==> config.mk <==
export PLATFORM = sky130hd
export DESIGN_NAME = branch_target_predictor_flat
export DESIGN_NICKNAME = d
export VERILOG_FILES = /design/src/rtl/bp_pkg.sv /design/src/rtl/branch_target_predictor_if.sv /design/src/rtl/branch_target_predictor_sat_counter.sv /design/src/rtl/branch_target_predictor.sv /design/src/flat_wrapper.sv
export SDC_FILE = /design/constraint.sdc
export NUM_CORES = 1
export LEC_CHECK = 0
export BUFFER_PORTS_ARGS = -buffer_cell sky130_fd_sc_hd__buf_2
export CAP_MARGIN = 20
export CORE_ASPECT_RATIO = 0.7
export CORE_MARGIN = 2
export CORE_UTILIZATION = 62
export DETAILED_ROUTE_END_ITERATION = 7
export PLACE_DENSITY = 0.87
export SLEW_MARGIN = 25
export SYNTH_ARGS = -nofsm -noshare
export SYNTH_HDL_FRONTEND = slang
export SYNTH_HIERARCHICAL = 1
export SYNTH_SLANG_ARGS = --single-unit
==> constraint.sdc <==
create_clock -name clk -period 4.6 [get_ports clk]
set_clock_uncertainty 0.05 [all_clocks]
set_input_delay 0.92 -clock clk [delete_from_list [all_inputs] [get_ports clk]]
set_output_delay 0.92 -clock clk [all_outputs]
set_load 0.01 [all_outputs]
==> src/rtl/bp_pkg.sv <==
`default_nettype none
// ============================================================================
// Module      : bp_pkg
// Description : Shared constants, entry layout and counter helper functions
//               for the branch target predictor.
// Revision    : 1.0 - initial release
// ============================================================================
package bp_pkg;

  localparam int DEF_ADDR_W = 10;
  localparam int DEF_IDX_W  = 4;
  localparam int DEF_CTR_W  = 2;
  localparam int DEF_GHR_W  = 4;
  localparam int MAX_CTR_W  = 4;

  // Entry layout at the default widths; the top stores the same four
  // fields in parallel arrays so that the widths follow its parameters.
  typedef struct packed {
    logic                           valid;
    logic [DEF_ADDR_W-DEF_IDX_W-1:0] tag;
    logic [DEF_ADDR_W-1:0]           target;
    logic [DEF_CTR_W-1:0]            ctr;
  } bp_entry_t;

  // Weakly-taken value: only the MSB set (2^(w-1)).
  function automatic logic [MAX_CTR_W-1:0] weak_taken(input int ctr_w);
    return MAX_CTR_W'(1) << (ctr_w - 1);
  endfunction

  // Weakly-not-taken value: all bits below the MSB set (2^(w-1)-1).
  function automatic logic [MAX_CTR_W-1:0] weak_not_taken(input int ctr_w);
    return weak_taken(ctr_w) - MAX_CTR_W'(1);
  endfunction

endpackage
`default_nettype wire

==> src/rtl/branch_target_predictor_if.sv <==
`default_nettype none
// ============================================================================
// Module      : branch_target_predictor_if
// Description : Lookup (fetch) and update (execute) buses of the predictor.
//   lk_pc / lk_hit / lk_taken / lk_target / lk_ghr : fetch-side lookup
//   up_we / up_pc / up_taken / up_target / up_ghr / up_miss : resolved branch
//   slave  : predictor side,  master : pipeline side
// Revision    : 1.0 - initial release
// ============================================================================
interface branch_target_predictor_if import bp_pkg::*; #(
  parameter int ADDR_W = DEF_ADDR_W,
  parameter int GHR_W  = DEF_GHR_W
);
  localparam int HW = (GHR_W > 0) ? GHR_W : 1;

  logic [ADDR_W-1:0] lk_pc;
  logic              lk_hit;
  logic              lk_taken;
  logic [ADDR_W-1:0] lk_target;
  logic [HW-1:0]     lk_ghr;

  logic              up_we;
  logic [ADDR_W-1:0] up_pc;
  logic              up_taken;
  logic [ADDR_W-1:0] up_target;
  logic [HW-1:0]     up_ghr;
  logic              up_miss;

  modport slave (
    input  lk_pc,
    output lk_hit, lk_taken, lk_target, lk_ghr,
    input  up_we, up_pc, up_taken, up_target, up_ghr, up_miss
  );

  modport master (
    output lk_pc,
    input  lk_hit, lk_taken, lk_target, lk_ghr,
    output up_we, up_pc, up_taken, up_target, up_ghr, up_miss
  );
endinterface
`default_nettype wire

==> src/rtl/branch_target_predictor_sat_counter.sv <==
`default_nettype none
// ============================================================================
// Module      : sat_counter
// Description : Saturating up/down direction counter with parallel load.
//   clk, rst (async, active-low) ; inc, dec, load, load_val ; ctr (state)
//   load has priority over inc, inc over dec.
// Revision    : 1.0 - initial release
// ============================================================================
module sat_counter import bp_pkg::*; #(
  parameter int CTR_W = DEF_CTR_W
) (
  input  logic             clk,
  input  logic             rst,
  input  logic             inc,
  input  logic             dec,
  input  logic             load,
  input  logic [CTR_W-1:0] load_val,
  output logic [CTR_W-1:0] ctr
);
  localparam logic [CTR_W-1:0] CTR_MAX = '1;
  localparam logic [CTR_W-1:0] RST_VAL = CTR_W'(weak_not_taken(CTR_W));

  always_ff @(posedge clk or negedge rst) begin
    if (!rst) begin
      ctr <= RST_VAL;
    end else if (load) begin
      ctr <= load_val;
    end else if (inc && (ctr != CTR_MAX)) begin
      ctr <= ctr + CTR_W'(1);
    end else if (dec && (ctr != '0)) begin
      ctr <= ctr - CTR_W'(1);
    end
  end
endmodule
`default_nettype wire

==> src/rtl/branch_target_predictor.sv <==
`default_nettype none
// ============================================================================
// Module      : branch_target_predictor
// Description : Direct-mapped branch target buffer with bimodal (GHR_W=0)
//               or gshare (GHR_W>0) direction prediction.
//   clk            : rising-edge clock
//   rst            : asynchronous active-low reset
//   bus (slave)    : combinational lookup + resolved-branch update
//   flush          : synchronous invalidate of all entries and the history
//   stat_updates   : saturating count of accepted updates
//   stat_misses    : saturating count of accepted updates flagged as misses
// Revision    : 1.0 - initial release
// ============================================================================
module branch_target_predictor import bp_pkg::*; #(
  parameter int ADDR_W = DEF_ADDR_W,
  parameter int IDX_W  = DEF_IDX_W,
  parameter int CTR_W  = DEF_CTR_W,
  parameter int GHR_W  = DEF_GHR_W
) (
  input  logic                       clk,
  input  logic                       rst,
  branch_target_predictor_if.slave   bus,
  input  logic                       flush,
  output logic [15:0]                stat_updates,
  output logic [15:0]                stat_misses
);
  localparam int ENTRIES = 1 << IDX_W;
  localparam int TAG_W   = ADDR_W - IDX_W;
  localparam int HW      = (GHR_W > 0) ? GHR_W : 1;
  // In bimodal mode the history is forced to zero so it never alters an index.
  localparam logic [HW-1:0] GHR_MASK = (GHR_W == 0) ? '0 : '1;

  logic              valid    [ENTRIES];
  logic [TAG_W-1:0]  tag_q    [ENTRIES];
  logic [ADDR_W-1:0] target_q [ENTRIES];
  logic [CTR_W-1:0]  ctr_q    [ENTRIES];
  logic [HW-1:0]     ghr;

  function automatic logic [IDX_W-1:0] calc_idx(input logic [IDX_W-1:0] pc_lo,
                                                input logic [HW-1:0]    h);
    return pc_lo ^ IDX_W'(h & GHR_MASK);
  endfunction

  // ---------------- lookup: purely combinational, no update bypass ---------
  logic [IDX_W-1:0] lk_idx;
  logic [TAG_W-1:0] lk_tag;

  assign lk_idx        = calc_idx(bus.lk_pc[IDX_W-1:0], ghr);
  assign lk_tag        = bus.lk_pc[ADDR_W-1:IDX_W];
  assign bus.lk_hit    = valid[lk_idx] && (tag_q[lk_idx] == lk_tag);
  assign bus.lk_taken  = bus.lk_hit && ctr_q[lk_idx][CTR_W-1];
  assign bus.lk_target = bus.lk_taken ? target_q[lk_idx] : (bus.lk_pc + ADDR_W'(1));
  assign bus.lk_ghr    = ghr;

  // ---------------- update: indexed with the returned snapshot -------------
  logic [IDX_W-1:0] up_idx;
  logic [TAG_W-1:0] up_tag;
  logic             up_hit;
  logic             accept;
  logic [CTR_W-1:0] alloc_ctr;

  assign up_idx    = calc_idx(bus.up_pc[IDX_W-1:0], bus.up_ghr);
  assign up_tag    = bus.up_pc[ADDR_W-1:IDX_W];
  assign up_hit    = valid[up_idx] && (tag_q[up_idx] == up_tag);
  assign accept    = bus.up_we && !flush;
  assign alloc_ctr = bus.up_taken ? CTR_W'(weak_taken(CTR_W))
                                  : CTR_W'(weak_not_taken(CTR_W));

  always_ff @(posedge clk or negedge rst) begin
    if (!rst) begin
      for (int i = 0; i < ENTRIES; i++) begin
        valid[i]    <= 1'b0;
        tag_q[i]    <= '0;
        target_q[i] <= '0;
      end
      ghr          <= '0;
      stat_updates <= '0;
      stat_misses  <= '0;
    end else if (flush) begin
      // Same-cycle update is dropped; targets and statistics are kept.
      for (int i = 0; i < ENTRIES; i++) valid[i] <= 1'b0;
      ghr <= '0;
    end else if (bus.up_we) begin
      if (!up_hit) begin
        valid[up_idx]    <= 1'b1;
        tag_q[up_idx]    <= up_tag;
        target_q[up_idx] <= bus.up_target;
      end else if (bus.up_taken) begin
        target_q[up_idx] <= bus.up_target;
      end
      ghr <= HW'({ghr, bus.up_taken}) & GHR_MASK;
      if (stat_updates != 16'hFFFF) stat_updates <= stat_updates + 16'd1;
      if (bus.up_miss && (stat_misses != 16'hFFFF)) stat_misses <= stat_misses + 16'd1;
    end
  end

  // ---------------- one direction counter per entry ------------------------
  for (genvar i = 0; i < ENTRIES; i++) begin : g_ctr
    logic sel;
    assign sel = accept && (up_idx == IDX_W'(i));
    sat_counter #(.CTR_W(CTR_W)) u_ctr (
      .clk      (clk),
      .rst      (rst),
      .inc      (sel && up_hit && bus.up_taken),
      .dec      (sel && up_hit && !bus.up_taken),
      .load     (sel && !up_hit),
      .load_val (alloc_ctr),
      .ctr      (ctr_q[i])
    );
  end
endmodule
`default_nettype wire

==> src/flat_wrapper.sv <==
// flat-port wrapper written by rule: the top's interface ports become plain ports
module branch_target_predictor_flat import bp_pkg::*;
#(
  parameter int ADDR_W = DEF_ADDR_W,
  parameter int IDX_W  = DEF_IDX_W,
  parameter int CTR_W  = DEF_CTR_W,
  parameter int GHR_W  = DEF_GHR_W
)
  (clk, rst, flush, stat_updates, stat_misses, bus_lk_pc, bus_lk_hit, bus_lk_taken, bus_lk_target, bus_lk_ghr, bus_up_we, bus_up_pc, bus_up_taken, bus_up_target, bus_up_ghr, bus_up_miss);
  branch_target_predictor_if #(.ADDR_W(ADDR_W), .GHR_W(GHR_W)) bus_i ();
  input  logic clk;
  input  logic rst;
  input  logic flush;
  output logic [15:0] stat_updates;
  output logic [15:0] stat_misses;
  input wire logic [$bits(bus_i.lk_pc)-1:0] bus_lk_pc;
  output wire logic [$bits(bus_i.lk_hit)-1:0] bus_lk_hit;
  output wire logic [$bits(bus_i.lk_taken)-1:0] bus_lk_taken;
  output wire logic [$bits(bus_i.lk_target)-1:0] bus_lk_target;
  output wire logic [$bits(bus_i.lk_ghr)-1:0] bus_lk_ghr;
  input wire logic [$bits(bus_i.up_we)-1:0] bus_up_we;
  input wire logic [$bits(bus_i.up_pc)-1:0] bus_up_pc;
  input wire logic [$bits(bus_i.up_taken)-1:0] bus_up_taken;
  input wire logic [$bits(bus_i.up_target)-1:0] bus_up_target;
  input wire logic [$bits(bus_i.up_ghr)-1:0] bus_up_ghr;
  input wire logic [$bits(bus_i.up_miss)-1:0] bus_up_miss;
  assign bus_i.lk_pc = bus_lk_pc;
  assign bus_lk_hit = bus_i.lk_hit;
  assign bus_lk_taken = bus_i.lk_taken;
  assign bus_lk_target = bus_i.lk_target;
  assign bus_lk_ghr = bus_i.lk_ghr;
  assign bus_i.up_we = bus_up_we;
  assign bus_i.up_pc = bus_up_pc;
  assign bus_i.up_taken = bus_up_taken;
  assign bus_i.up_target = bus_up_target;
  assign bus_i.up_ghr = bus_up_ghr;
  assign bus_i.up_miss = bus_up_miss;
  branch_target_predictor #(.ADDR_W(ADDR_W), .IDX_W(IDX_W), .CTR_W(CTR_W), .GHR_W(GHR_W)) u_core (.clk(clk), .rst(rst), .bus(bus_i), .flush(flush), .stat_updates(stat_updates), .stat_misses(stat_misses));
endmodule
# After elaboration in Yosys (flattened, before gate mapping)

Index checks and enable logic that the tools add are counted.

$lt $le $gt $ge: 3
Equality and inequality tests: 37
Reduce and logical (&&, ||, !) cells: 160
$add $sub $neg: 35
Mux-type cells: 83
Bitwise gates (word level): 7

Operator list:

| operator              | count |
|---|---|
| $mux 160              | 2 |
| $bwmux 160            | 1 |
| $logic_and 1x1->1     | 118 |
| $mux 2                | 51 |
| $bwmux 96             | 1 |
| $bmux 6 s4            | 2 |
| $mux 16               | 3 |
| $reduce_bool 3->1     | 16 |
| $bmux 10 s4           | 1 |
| $demux 10 s4          | 1 |
| $mux 10               | 4 |
| $ne 2x2->1 const B    | 18 |
| $reduce_bool 2->1     | 17 |
| $add 16x1->16 const B | 2 |
| $add 2x1->2 const B   | 16 |
| $eq 4x4->1 const B    | 8 |
| $ne 16x16->1 const B  | 2 |
| $sub 2x1->2 const B   | 16 |
| $mux 6                | 5 |
| $demux 6 s4           | 1 |
| $eq 4x3->1 const B    | 4 |
| $or 16x16->16         | 1 |
| $eq 6x6->1            | 2 |
| $reduce_and 3->1      | 4 |
| other kinds (16)      | 29 |

Output and inout bits: 48
Bits in registers: 340
Input bits: 40
Word-level logic and storage cells: 392

# Depth between registers and ports, before layout

Depth in word-level cells: 13
Mapped depth: 15

# Hierarchy

The synthesis kept the hierarchy.

Modules (own cells, without submodules):

| module                  | times used | area an instance (um2) | cells an instance |
|---|---|---|---|
| branch_target_predictor | 1          | 16203.0                | 1137 |
| sat_counter             | 16         | 118.9                  | 12 |

# Worst setup path after synthesis

Ideal clock, no wire load.

Path type: input to output
Start point: input bus_lk_pc[0]
End point: output bus_lk_target[0]
Slack: 0.325 ns
Stages on the path: 6
Arrival: 3.305 ns
Path through: xnor2_1 clkbuf_1 buf_1 mux4_2 mux4_2 mux2_2

Longest elaborated chain between the ends: 9
Elaborated cells between the ends (all ways): 19

Ends and longest elaborated chain:

| element                                    | line                                                                                        | text |
|---|---|---|
| start: declaration                         | flat_wrapper.sv:16                                                                          | `input wire logic [$bits(bus_i.lk_pc)-1:0] bus_lk_pc;` |
| $xor 4x4->4                                | branch_target_predictor.sv:41                                                               | `return pc_lo ^ IDX_W'(h & GHR_MASK);` |
| $not 4->5 (not written as such)            | branch_target_predictor.sv:50, branch_target_predictor.sv:51, branch_target_predictor.sv:52 |  |
| $bmux 6 s4                                 | branch_target_predictor.sv:50                                                               | `assign bus.lk_hit = valid[lk_idx] && (tag_q[lk_idx] == lk_tag);` |
| $mux 6 (not written as such) (2 in series) | branch_target_predictor.sv:50                                                               |  |
| $eq 6x6->1                                 | branch_target_predictor.sv:50                                                               |  |
| $logic_and 1x1->1                          | branch_target_predictor.sv:50                                                               |  |
| $logic_and 1x1->1                          | branch_target_predictor.sv:51                                                               | `assign bus.lk_taken = bus.lk_hit && ctr_q[lk_idx][CTR_W-1];` |
| $mux 10 (*)                                | branch_target_predictor.sv:52                                                               | `assign bus.lk_target = bus.lk_taken ? target_q[lk_idx] : (bus.lk_pc + ADDR_W'(1));` |
| end: declaration                           | flat_wrapper.sv:19                                                                          | `output wire logic [$bits(bus_i.lk_target)-1:0] bus_lk_target;` |

Every way passes the cells marked *; elsewhere a longest branch is shown, timed or not. The select of a mux whose other input is x is not followed.

# Worst setup path after layout

Start point: input bus_lk_pc[0]
End point: output bus_lk_target[4]

The elaborated chain is that of the path after synthesis.

==> results by group <==
Status
  • Outcome: complete, but fails checks
  • Violated checks: negative setup slack

Yosys
  • Ys flop type: dfrtp_1
  • Mapped Nets: 1372
  • Syn Inst Count: 1329
  • Syn Std Cell Area: 18100 µm²
  • Synth area leader: dfrtp_1
  • Top post-synthesis cells by area: dfrtp_1, mux2_2, mux4_2, mux4_1, dfstp_2
  • Yosys reg bits: 340
  • Top cell type's share of synthesized area: 0.4478
  • List of most frequent post-synthesis cells: dfrtp_1, mux2_2, nor2_1
  • Ys Warns: 6
  • Number of synthesized flops with an enable pin: 0
  • Most common cell in the netlist: dfrtp_1
  • Async SR Flop Fraction: 1.000
  • Sequential fraction of the synthesis area: 0.4710
  • Yosys cell types: 52
  • Avg Inst Size Synth: 13.62 µm²

Routing
  • # DRC: 0
  • Drt pass-1 iters: 7
  • Drt wl/cell: 27.19 µm
  • Via count: 12798
  • Iteration-0 DRC count of the detailed router: 1702
  • Vias per Instance: 6.807
  • DRT antenna net count: 0
  • Post-Route WL: 51120 µm

Die
  • Die Ht: 147.0 µm
  • Die Footprint: 30610 µm²
  • Initial core utilization: 0.6281
  • Core Footprint: 28820 µm²
  • Die X: 208.2 µm
  • I/O Pins: 88
  • Floorplan row count: 52

Setup path
  • CP startpoint: bus_lk_pc[0]
  • Reg2reg end: u_core/g_ctr[5].u_ctr/ctr[1]$_DFFE_PN0P_
  • Worst R2R Start: u_core/tag_q[63]$_DFFE_PN0P_
  • CP required: 3.63 ns
  • Critical path class: input port to output port
  • Crit-path max FO: 5
  • Worst R2R Setup Slack: 1.37 ns
  • Reg2Reg Depth: 13
  • Crit path launch type: input port
  • Worst Setup End Kind: output port
  • CP Data Arrival Time: 3.77 ns

STA
  • Final worst slack: -0.1413 ns
  • Final setup viols: 10
  • Slew of the pin with the lowest slew margin: 0.9603 ns
  • F_max: 210.9 MHz
  • Final Hold Vio Count: 0
  • Final critical-path required period: 4.741 ns
  • RSZ-0062 raised after global routing: true
  • Final worst path period share: 1.031
  • Slew Viols, Final: 0
  • Slew HR: 0.3598

Clock network
  • Htree depth: 2
  • Reg clk slew, reported paths: 0.06 ns
  • Clock Path Buffers: 3
  • Clk Latency, worst-skew pair: 0.54 ns
  • Sinks on Clock Net: 340
  • Root Driver: clkbuf_16
  • Num CTS Buffers: 34
  • CTS tree: yes
  • Cts hold-fix bufs: 0

Place
  • DP Wirelength: 32120 µm
  • Worst slack at placement: -0.2228 ns
  • Placed cells: 1810
  • Port bufs: 87
  • Post-placement cell area: 19830 µm²
  • GPL Wtd Cong: 0.9659

Power
  • LEAKAGE: 9.668 nW
  • Pwr dens: 462.5 nW/µm²
  • Peak VDD IR: 0.3259 mV

Finish
  • Layout Cells excl Fill: 1880
  • Final core occ: 0.7368
  • Share of layout cells above drive strength 1: 0.4607
  • Fin area: 21240 µm²
  • Layout area overhead: 17.30%
  • Nets@finish: 1522
  • Diode count: 0

Global routing
  • Global-route wire length before repair: 77020 µm
  • Largest net degree at the start of global routing: 120
  • GRT Total Usage: 0.3328
  • Total grt overflow: 0
  • Initial antenna violation count: 0
  • Vias in the first global route: 13067

Hold path
  • Hold crit path type: input port to asynchronous set/reset pin

Job
  • Max-cap viol count: 0
==> what timing repair did <==
item                       CTS  global route
pin swaps                    3             9
resized for setup            7            31
setup endpoints to repair   11            11
setup buffers                2             7
gates cloned                 1             2
==> layer usage <==
layer / track usage / share of wire / vias up
met3: 0.09277 / 0.11 / 165
met5: 0 / 0 / -
li1: - / - / 5295
met1: 0.4562 / 0.39 / 6513
met2: 0.5094 / 0.46 / 825
met4: 0.1363 / 0.043 / 0
==> cell families (layout without fill, tap and decap cells) <==
family / count (synthesis) / count (layout) / share of synthesized area
AO/OA/AOI/OAI: 150 / 150 / 0.07553
XOR/XNOR: 64 / 64 / 0.03221
adder cells (fa/ha/maj): 3 / 3 / 0.002073
buffers and inverters: 105 / 278 / 0.02882
flip-flops: 340 / 340 / 0.4710
multiplexers: 393 / 393 / 0.3151
AND/OR/NAND/NOR: 274 / 274 / 0.07519
==> worst max path at each step <==
| stage | end | slack, ns | depth (start not counted) |
|---|---|---|---|
| floorplan | bus_lk_target[0] | 0.33 | 6 |
| global placement | bus_lk_target[0] | -0.20 | 12 |
| detailed placement | bus_lk_target[3] | -0.22 | 12 |
| CTS | bus_lk_target[3] | -0.12 | 13 |
| global route | bus_lk_target[4] | -0.23 | 11 |
| finish | bus_lk_target[4] | -0.14 | 14 |
==> through the flow <==
stage	TNS [ns]	hold WS, ns	total power, mW
3_5_place_dp	-2.092	0.4246	6.692
4_1_cts	-1.066	0.4358	9.692
5_1_grt	-2.026	0.4564	10.16
3_3_place_gp	-1.992	0.4194	6.486
6_report	-1.166	0.3820	9.823
2_1_floorplan	0	0.4238	5.923
==> flip-flops by register name, summed over array words and instances (netlist names) <==
signal                  count
u_core/target_q           160
u_core/stat_updates        16
u_core/tag_q               96
u_core/g_ctr.u_ctr/ctr     32
u_core/valid               16
u_core/bus.lk_ghr           4
u_core/stat_misses         16
==> area by class of cell <==
| type | count | area (µm²) |
|---|---|---|
| multi-input combinational | 884 | 9175 |
| clock inverter | 13 | 171.4 |
| sequential | 340 | 8529 |
| inverter | 36 | 135.1 |
| tap | 378 | 473.0 |
| timing repair buffer | 183 | 1765 |
| fill | 1673 | 7586 |
| clock buffer | 46 | 987.2 |
==> critical path, cell delays in order <==
cell and delay (ns):
buf_6 0.10, xor2_4 0.20, buf_6 0.15, clkbuf_16 0.15, mux4_1 0.54, mux2_2 0.30, nor2_2 0.13, a211oi_2 0.10
nor4_4 0.33, nand3_2 0.11, buf_6 0.16, clkbuf_16 0.15, mux2_2 0.28, buf_2 0.14
==> layout by cell type (no fill, tap or decap), drive strengths merged, types with 5 or more instances in the layout <==
cell type  count
dfrtp        324
mux2         269
buf          181
mux4         106
nor2          88
nand2         51
clkbuf        48
xnor2         41
inv           36
a21oi         34
o21ai         34
o31ai         32
and3          28
nand3         24
xor2          23
nand2b        19
nor2b         19
a211oi        18
mux2i         18
a22o          16
dfstp         16
and4          11
nand4          8
nor3           8
clkinv         8
and2           7
nor4           7
o22ai          5
==> power breakdown <==
| group | internal (mW) | switching [mW] | leakage [nW] |
|---|---|---|---|
| combinational | 1.40 | 1.09 | 4.73 |
| sequential | 3.82 | 0.618 | 4.37 |
| clock | 1.68 | 1.22 | 0.567 |
| total | 6.90 | 2.92 | 9.67 |
No activity file was read; power rests on OpenSTA's default activity.
